File: src/rtl/alarm_sequencer.sv
// Alarm system central sequencer: key edge detection, exit/entry delay timing,
// tripped-zone latching and the registered 8-bit LED status word.
module alarm_sequencer #(
  parameter int EXIT_TICKS  = 100,
  parameter int ENTRY_TICKS = 50,
  parameter int STROBE_HALF = 2
) (
  input  logic       CLK_100ms,
  input  logic       SYS_RST,
  input  logic       panic_key,
  input  logic       arm_key,
  input  logic [2:0] zone_sensor,
  output logic [7:0] LED,
  output logic [2:0] state
);

  localparam int TMAX = (EXIT_TICKS > ENTRY_TICKS) ? EXIT_TICKS : ENTRY_TICKS;
  localparam int TW   = $clog2(TMAX + 1);
  localparam int SW   = (STROBE_HALF > 1) ? $clog2(STROBE_HALF) : 1;

  typedef enum logic [2:0] {
    S_DISARMED  = 3'd0,
    S_EXIT_DLY  = 3'd1,
    S_ARMED     = 3'd2,
    S_ENTRY_DLY = 3'd3,
    S_ALARM     = 3'd4
  } state_e;

  state_e          state_q, state_d;
  logic [TW-1:0]   timer_q, timer_d;
  logic [SW-1:0]   scnt_q, scnt_d;
  logic            strobe_q, strobe_d;
  logic [2:0]      zone_q, zone_d;
  logic            panic_q, arm_q;
  logic [7:0]      led_q, led_d;

  logic panic_rise, arm_rise, changed, blinking, latching;

  assign panic_rise = panic_key & ~panic_q;
  assign arm_rise   = arm_key & ~arm_q;

  always_ff @(posedge CLK_100ms or posedge SYS_RST) begin
    if (SYS_RST) begin
      state_q  <= S_DISARMED;
      timer_q  <= '0;
      scnt_q   <= '0;
      strobe_q <= 1'b0;
      zone_q   <= '0;
      panic_q  <= 1'b0;
      arm_q    <= 1'b0;
      led_q    <= 8'h80;
    end else begin
      state_q  <= state_d;
      timer_q  <= timer_d;
      scnt_q   <= scnt_d;
      strobe_q <= strobe_d;
      zone_q   <= zone_d;
      panic_q  <= panic_key;
      arm_q    <= arm_key;
      led_q    <= led_d;
    end
  end

  always_comb begin
    state_d = state_q;
    case (state_q)
      S_DISARMED:  if (arm_rise) state_d = S_EXIT_DLY;
      S_EXIT_DLY: begin
        if (arm_rise)                              state_d = S_DISARMED;
        else if (timer_q == TW'(EXIT_TICKS - 1))   state_d = S_ARMED;
      end
      S_ARMED: begin
        if (arm_rise)                state_d = S_DISARMED;
        else if (|zone_sensor[2:1])  state_d = S_ALARM;
        else if (zone_sensor[0])     state_d = S_ENTRY_DLY;
      end
      S_ENTRY_DLY: begin
        if (arm_rise)                              state_d = S_DISARMED;
        else if (|zone_sensor[2:1])                state_d = S_ALARM;
        else if (timer_q == TW'(ENTRY_TICKS - 1))  state_d = S_ALARM;
      end
      S_ALARM:     if (arm_rise) state_d = S_DISARMED;
      default:     state_d = S_DISARMED;
    endcase
    // Panic overrides everything, but an illegal code still recovers to DISARMED.
    if (panic_rise && (state_q == S_DISARMED || state_q == S_EXIT_DLY ||
        state_q == S_ARMED || state_q == S_ENTRY_DLY || state_q == S_ALARM))
      state_d = S_ALARM;

    changed  = (state_d != state_q);
    blinking = (state_q == S_EXIT_DLY) || (state_q == S_ENTRY_DLY) || (state_q == S_ALARM);
    latching = (state_q == S_ARMED) || (state_q == S_ENTRY_DLY) || (state_q == S_ALARM);

    if (changed)                 timer_d = '0;
    else if (timer_q == '1)      timer_d = timer_q;
    else                         timer_d = timer_q + 1'b1;

    strobe_d = strobe_q;
    scnt_d   = scnt_q + 1'b1;
    if (changed || !blinking) begin
      strobe_d = 1'b0;
      scnt_d   = '0;
    end else if (scnt_q == SW'(STROBE_HALF - 1)) begin
      strobe_d = ~strobe_q;
      scnt_d   = '0;
    end

    zone_d = zone_q;
    if (state_d == S_DISARMED || state_d == S_EXIT_DLY) zone_d = '0;
    else if (latching)                                  zone_d = zone_q | zone_sensor;
  end

  // LED is built from next-state values so it moves on the same edge as state.
  always_comb begin
    case (state_d)
      S_DISARMED:  led_d = {1'b1, 2'b00, zone_sensor, 2'b00};
      S_EXIT_DLY:  led_d = {1'b0, strobe_d, 6'b000000};
      S_ARMED:     led_d = {2'b01, 1'b0, zone_d, 2'b00};
      S_ENTRY_DLY: led_d = {1'b0, strobe_d, 1'b0, zone_d, 2'b00};
      S_ALARM:     led_d = {2'b01, 1'b0, zone_d, strobe_d, 1'b1};
      default:     led_d = 8'h80;
    endcase
  end

  assign LED   = led_q;
  assign state = state_q;

endmodule

File: config.mk
export PLATFORM = sky130hd
export DESIGN_NAME = alarm_sequencer
export DESIGN_NICKNAME = d
export VERILOG_FILES = /design/src/rtl/alarm_sequencer.sv
export SDC_FILE = /design/constraint.sdc
export NUM_CORES = 1
export LEC_CHECK = 0
export BUFFER_PORTS_ARGS = -buffer_cell sky130_fd_sc_hd__buf_2
export CAP_MARGIN = 20
export CELL_PAD_IN_SITES_DETAIL_PLACEMENT = 0
export CELL_PAD_IN_SITES_GLOBAL_PLACEMENT = 2
export CORE_MARGIN = 4
export CORE_UTILIZATION = 39
export DETAILED_ROUTE_END_ITERATION = 7
export PLACE_DENSITY_LB_ADDON = 0.12
export SYNTH_ARGS = -nofsm -noshare
export SYNTH_HDL_FRONTEND = slang
export SYNTH_SLANG_ARGS = --single-unit
File: constraint.sdc
create_clock -name CLK_100ms -period 4.28 [get_ports CLK_100ms]
set_input_delay 0.642 -clock CLK_100ms [delete_from_list [all_inputs] [get_ports CLK_100ms]]
set_output_delay 0.642 -clock CLK_100ms [all_outputs]
set_load 0.05 [all_outputs]
==> flow_metrics.env <==
export IMPL_muxShareOfSynthArea_pct=3.42
export IMPL_wl_met1_um=1180
export IMPL_max_slew_margin_pct=37.3
export IMPL_routabilityCongestion=0.747
export IMPL_first_pass_iters=4
export IMPL_worst_hold_slack_ns=0.427
export IMPL_grt_max_degree=25
export IMPL_drt_iter0_drc=51
export IMPL_wl_per_cell_um=14.3
export IMPL_path_class="reg -> reg"
export IMPL_synthArstFlopShare_pct=100
export IMPL_cts_buffers=3
export IMPL_num_rows=20
export IMPL_setup_tns_final_ns=0
export IMPL_fin_ws_ns=1.72
export IMPL_met2WireLength_um=1230
export IMPL_worstSkewPairLatency_ns=0.32
export IMPL_syn_inst=120
export IMPL_final_cell_mix="dfrtp_1 (23), buf_2 (16), inv_1 (10)"
export IMPL_antenna_found_initial=0
export IMPL_slowest_delay_ns=0.50
export IMPL_seq_area_frac_synth_pct=47.1
export IMPL_dp_slack_ns=1.67
export IMPL_maxSlewViolCount=0
export IMPL_drcViolationCount=0
export IMPL_setup_viol=0
export IMPL_die_area_um2=4260
export IMPL_internal_power_mw=0.401
export IMPL_clock_sinks=24
export IMPL_cts_tree="done"
export IMPL_crit_fanout=10
export IMPL_synthXorXnorAreaFrac_pct=2.05
export IMPL_maxCapViolations=0
export IMPL_cts_buffer_depth=2
export IMPL_synth_top_family_by_area="simple AND/OR/NAND/NOR gates"
export IMPL_p_clk_share_pct=27.5
export IMPL_synth_cell_type_count=50
export IMPL_seq_power_share_pct=45.2
export IMPL_syn_mean_instance_area_um2=10.7
export IMPL_cts_hold_buf=0
export IMPL_rsz0062_at_grt="no"
export IMPL_track_usage_pct=13.5
export IMPL_core_area_um2=3100
export IMPL_area_growth_pct=12.8
export IMPL_max_freq_mhz=390
export IMPL_final_common_cell="dfrtp_1"
export IMPL_cts_root_buf="clkbuf_4"
export IMPL_vias_per_cell=5.25
export IMPL_crit_chain="inv_1 -> ha_1 -> or3b_2 -> o21ai_0 -> and4_1 -> a211o_1 -> nor3_1"
export IMPL_synth_adder_area_share_pct=2.74
export IMPL_min_period_ns=2.56
export IMPL_fill_cells=315
export IMPL_end_kind="flip-flop"
export IMPL_synthFlopType="dfrtp_1"
export IMPL_wl_met3_um=132
export IMPL_path_clk_slew_ns=0.14
export IMPL_synth_nets=129
export IMPL_combPwrFrac_pct=27.4
export IMPL_ys_ff_latch=24
export IMPL_diodes=0
export IMPL_hold_viol=0
export IMPL_synth_simple_area_share_pct=21.5
export IMPL_dp_final_hpwl_um=1900
export IMPL_ctsResizeCount=0
export IMPL_pwr_density_cell_nw_per_um2=415
export IMPL_final_nets=145
export IMPL_peakVddDrop_mv=0.297
export IMPL_hold_path_class="in -> reg"
export IMPL_grt_ovfl_total=0
export IMPL_grt_pass1_vias=897
export IMPL_wirelength_um=2560
export IMPL_vias=940
export IMPL_synth_edff_count=0
export IMPL_yosys_warnings=0
export IMPL_cp_start_kind="flip-flop"
export IMPL_postCtsSetupRepairBufs=0
export IMPL_portBuffers=16
export IMPL_start_util_pct=41.2
export IMPL_die_x_um=65.3
export IMPL_worst_pin_slew_ns=0.939
export IMPL_fin_skew_ns=0.0118
export IMPL_critPathArrivalTime_ns=2.75
export IMPL_dieHeight_um=65.3
export IMPL_drive_above_1_share_pct=24.4
export IMPL_cp_slowest_cell="o21ai_0"
export IMPL_finalCritPeriodShare_pct=59.9
export IMPL_cp_required_ns=4.47
export IMPL_grt_pass1_wl_um=4460
export IMPL_switchingPower_mw=0.197
export IMPL_netlist_area_um2=1280
export IMPL_top_layer="met4"
export IMPL_total_leakage_power_nw=0.649
export IMPL_drtAntennaViolNets=0
export IMPL_htreeDepth=1
export IMPL_outcome="complete, no violations"
export IMPL_switching_share_pct=33.0
export IMPL_io_pin_count=18
export IMPL_synth_compound_area_share_pct=18.1
registers in the layout (all words and copies together), names as in the netlist:
signal / flops
zone_q: 3
state: 3
strobe_q: 1
timer_q: 7
LED: 7
arm_q: 1
panic_q: 1
scnt_q: 1
synthesized netlist by cell type, types with 2 or more instances:
library cell | count | area (um2)
dfrtp_1 | 23 | 576
inv_1 | 10 | 37.5
o21ai_0 | 8 | 40.0
nor2_1 | 6 | 22.5
nor3_1 | 6 | 30.0
o31ai_1 | 4 | 30.0
and2_1 | 3 | 18.8
clkbuf_1 | 3 | 11.3
nand2_1 | 3 | 11.3
nand2b_1 | 3 | 18.8
o22ai_1 | 3 | 18.8
or2_2 | 3 | 18.8
a32o_1 | 2 | 20.0
ha_1 | 2 | 25.0
nand3_1 | 2 | 10.0
nand4_1 | 2 | 12.5
nor2b_1 | 2 | 12.5
o211ai_1 | 2 | 15.0
xor2_1 | 2 | 17.5
critical path, delay by kind of cell, from the launching register on:
| family | cells | cell delay, ns |
|---|---|---|
| AOI/OAI and AO/OA | 2 | 0.93 |
| and+or+nand+nor | 3 | 0.88 |
| DFF | 1 | 0.44 |
| adders and majority gates | 1 | 0.13 |
| buffers and inverters | 1 | 0.07 |
per-layer routing:
| layer | GRT usage [%] | vias up |
|---|---|---|
| li1 | - | 463 |
| met5 | 0 | - |
| met3 | 4.10 | 2 |
| met2 | 22.3 | 18 |
| met1 | 18.1 | 457 |
| met4 | 1.55 | 0 |
path summary, 6_finish.rpt:
path | startpoint | to | slack, ns | depth (start not counted)
max | timer_q[1] | strobe_q | 1.72 | 7
min | panic_key | panic_q | 0.43 | 1
max reg2reg | timer_q[1] | strobe_q | 1.72 | 7
min reg2reg | scnt_q | scnt_q | 0.48 | 1
max in group asynchronous | SYS_RST | timer_q[4] | 3.20 | 2
min in group asynchronous | SYS_RST | scnt_q | 0.50 | 2
kinds of logic after synthesis:
group,after synthesis
AO/OA/AOI/OAI,29
XOR/XNOR,3
adder cells (fa/ha/maj),3
buffers and inverters,15
flip-flops,24
multiplexers,3
other,1
AND/OR/NAND/NOR,42
metrics by stage:
stage | power (mW) | instances | utilization, % | area [um2]
floorplan | 0.405 | 120 | - | 1280
global placement | 0.439 | 175 | 44.8 | 1390
detailed placement | 0.441 | 175 | 44.8 | 1390
CTS | 0.605 | 179 | 46.5 | 1440
global route | 0.634 | 179 | 46.5 | 1440
finish | 0.599 | 179 | 46.5 | 1440
power by group through the flow:
stage | sequential [mW] | combinational [mW] | clock (mW)
finish | 0.270 | 0.164 | 0.164
global route | 0.275 | 0.179 | 0.181
CTS | 0.271 | 0.166 | 0.169
detailed placement | 0.275 | 0.166 | 0
global placement | 0.274 | 0.165 | 0
floorplan | 0.310 | 0.0951 | 0
cell type report:
| cell class | count | area (um2) | area share, % |
|---|---|---|---|
| well taps | 44 | 55.1 | 3.82 |
| clock inverters | 1 | 30.0 | 2.08 |
| inverters | 10 | 37.5 | 2.60 |
| clock buffers | 3 | 22.5 | 1.56 |
| multi-input cells | 81 | 616 | 42.7 |
| flip-flops and latches | 24 | 602 | 41.7 |
| repair buffers | 16 | 80.1 | 5.55 |
No activity file was read; power rests on OpenSTA's default activity.
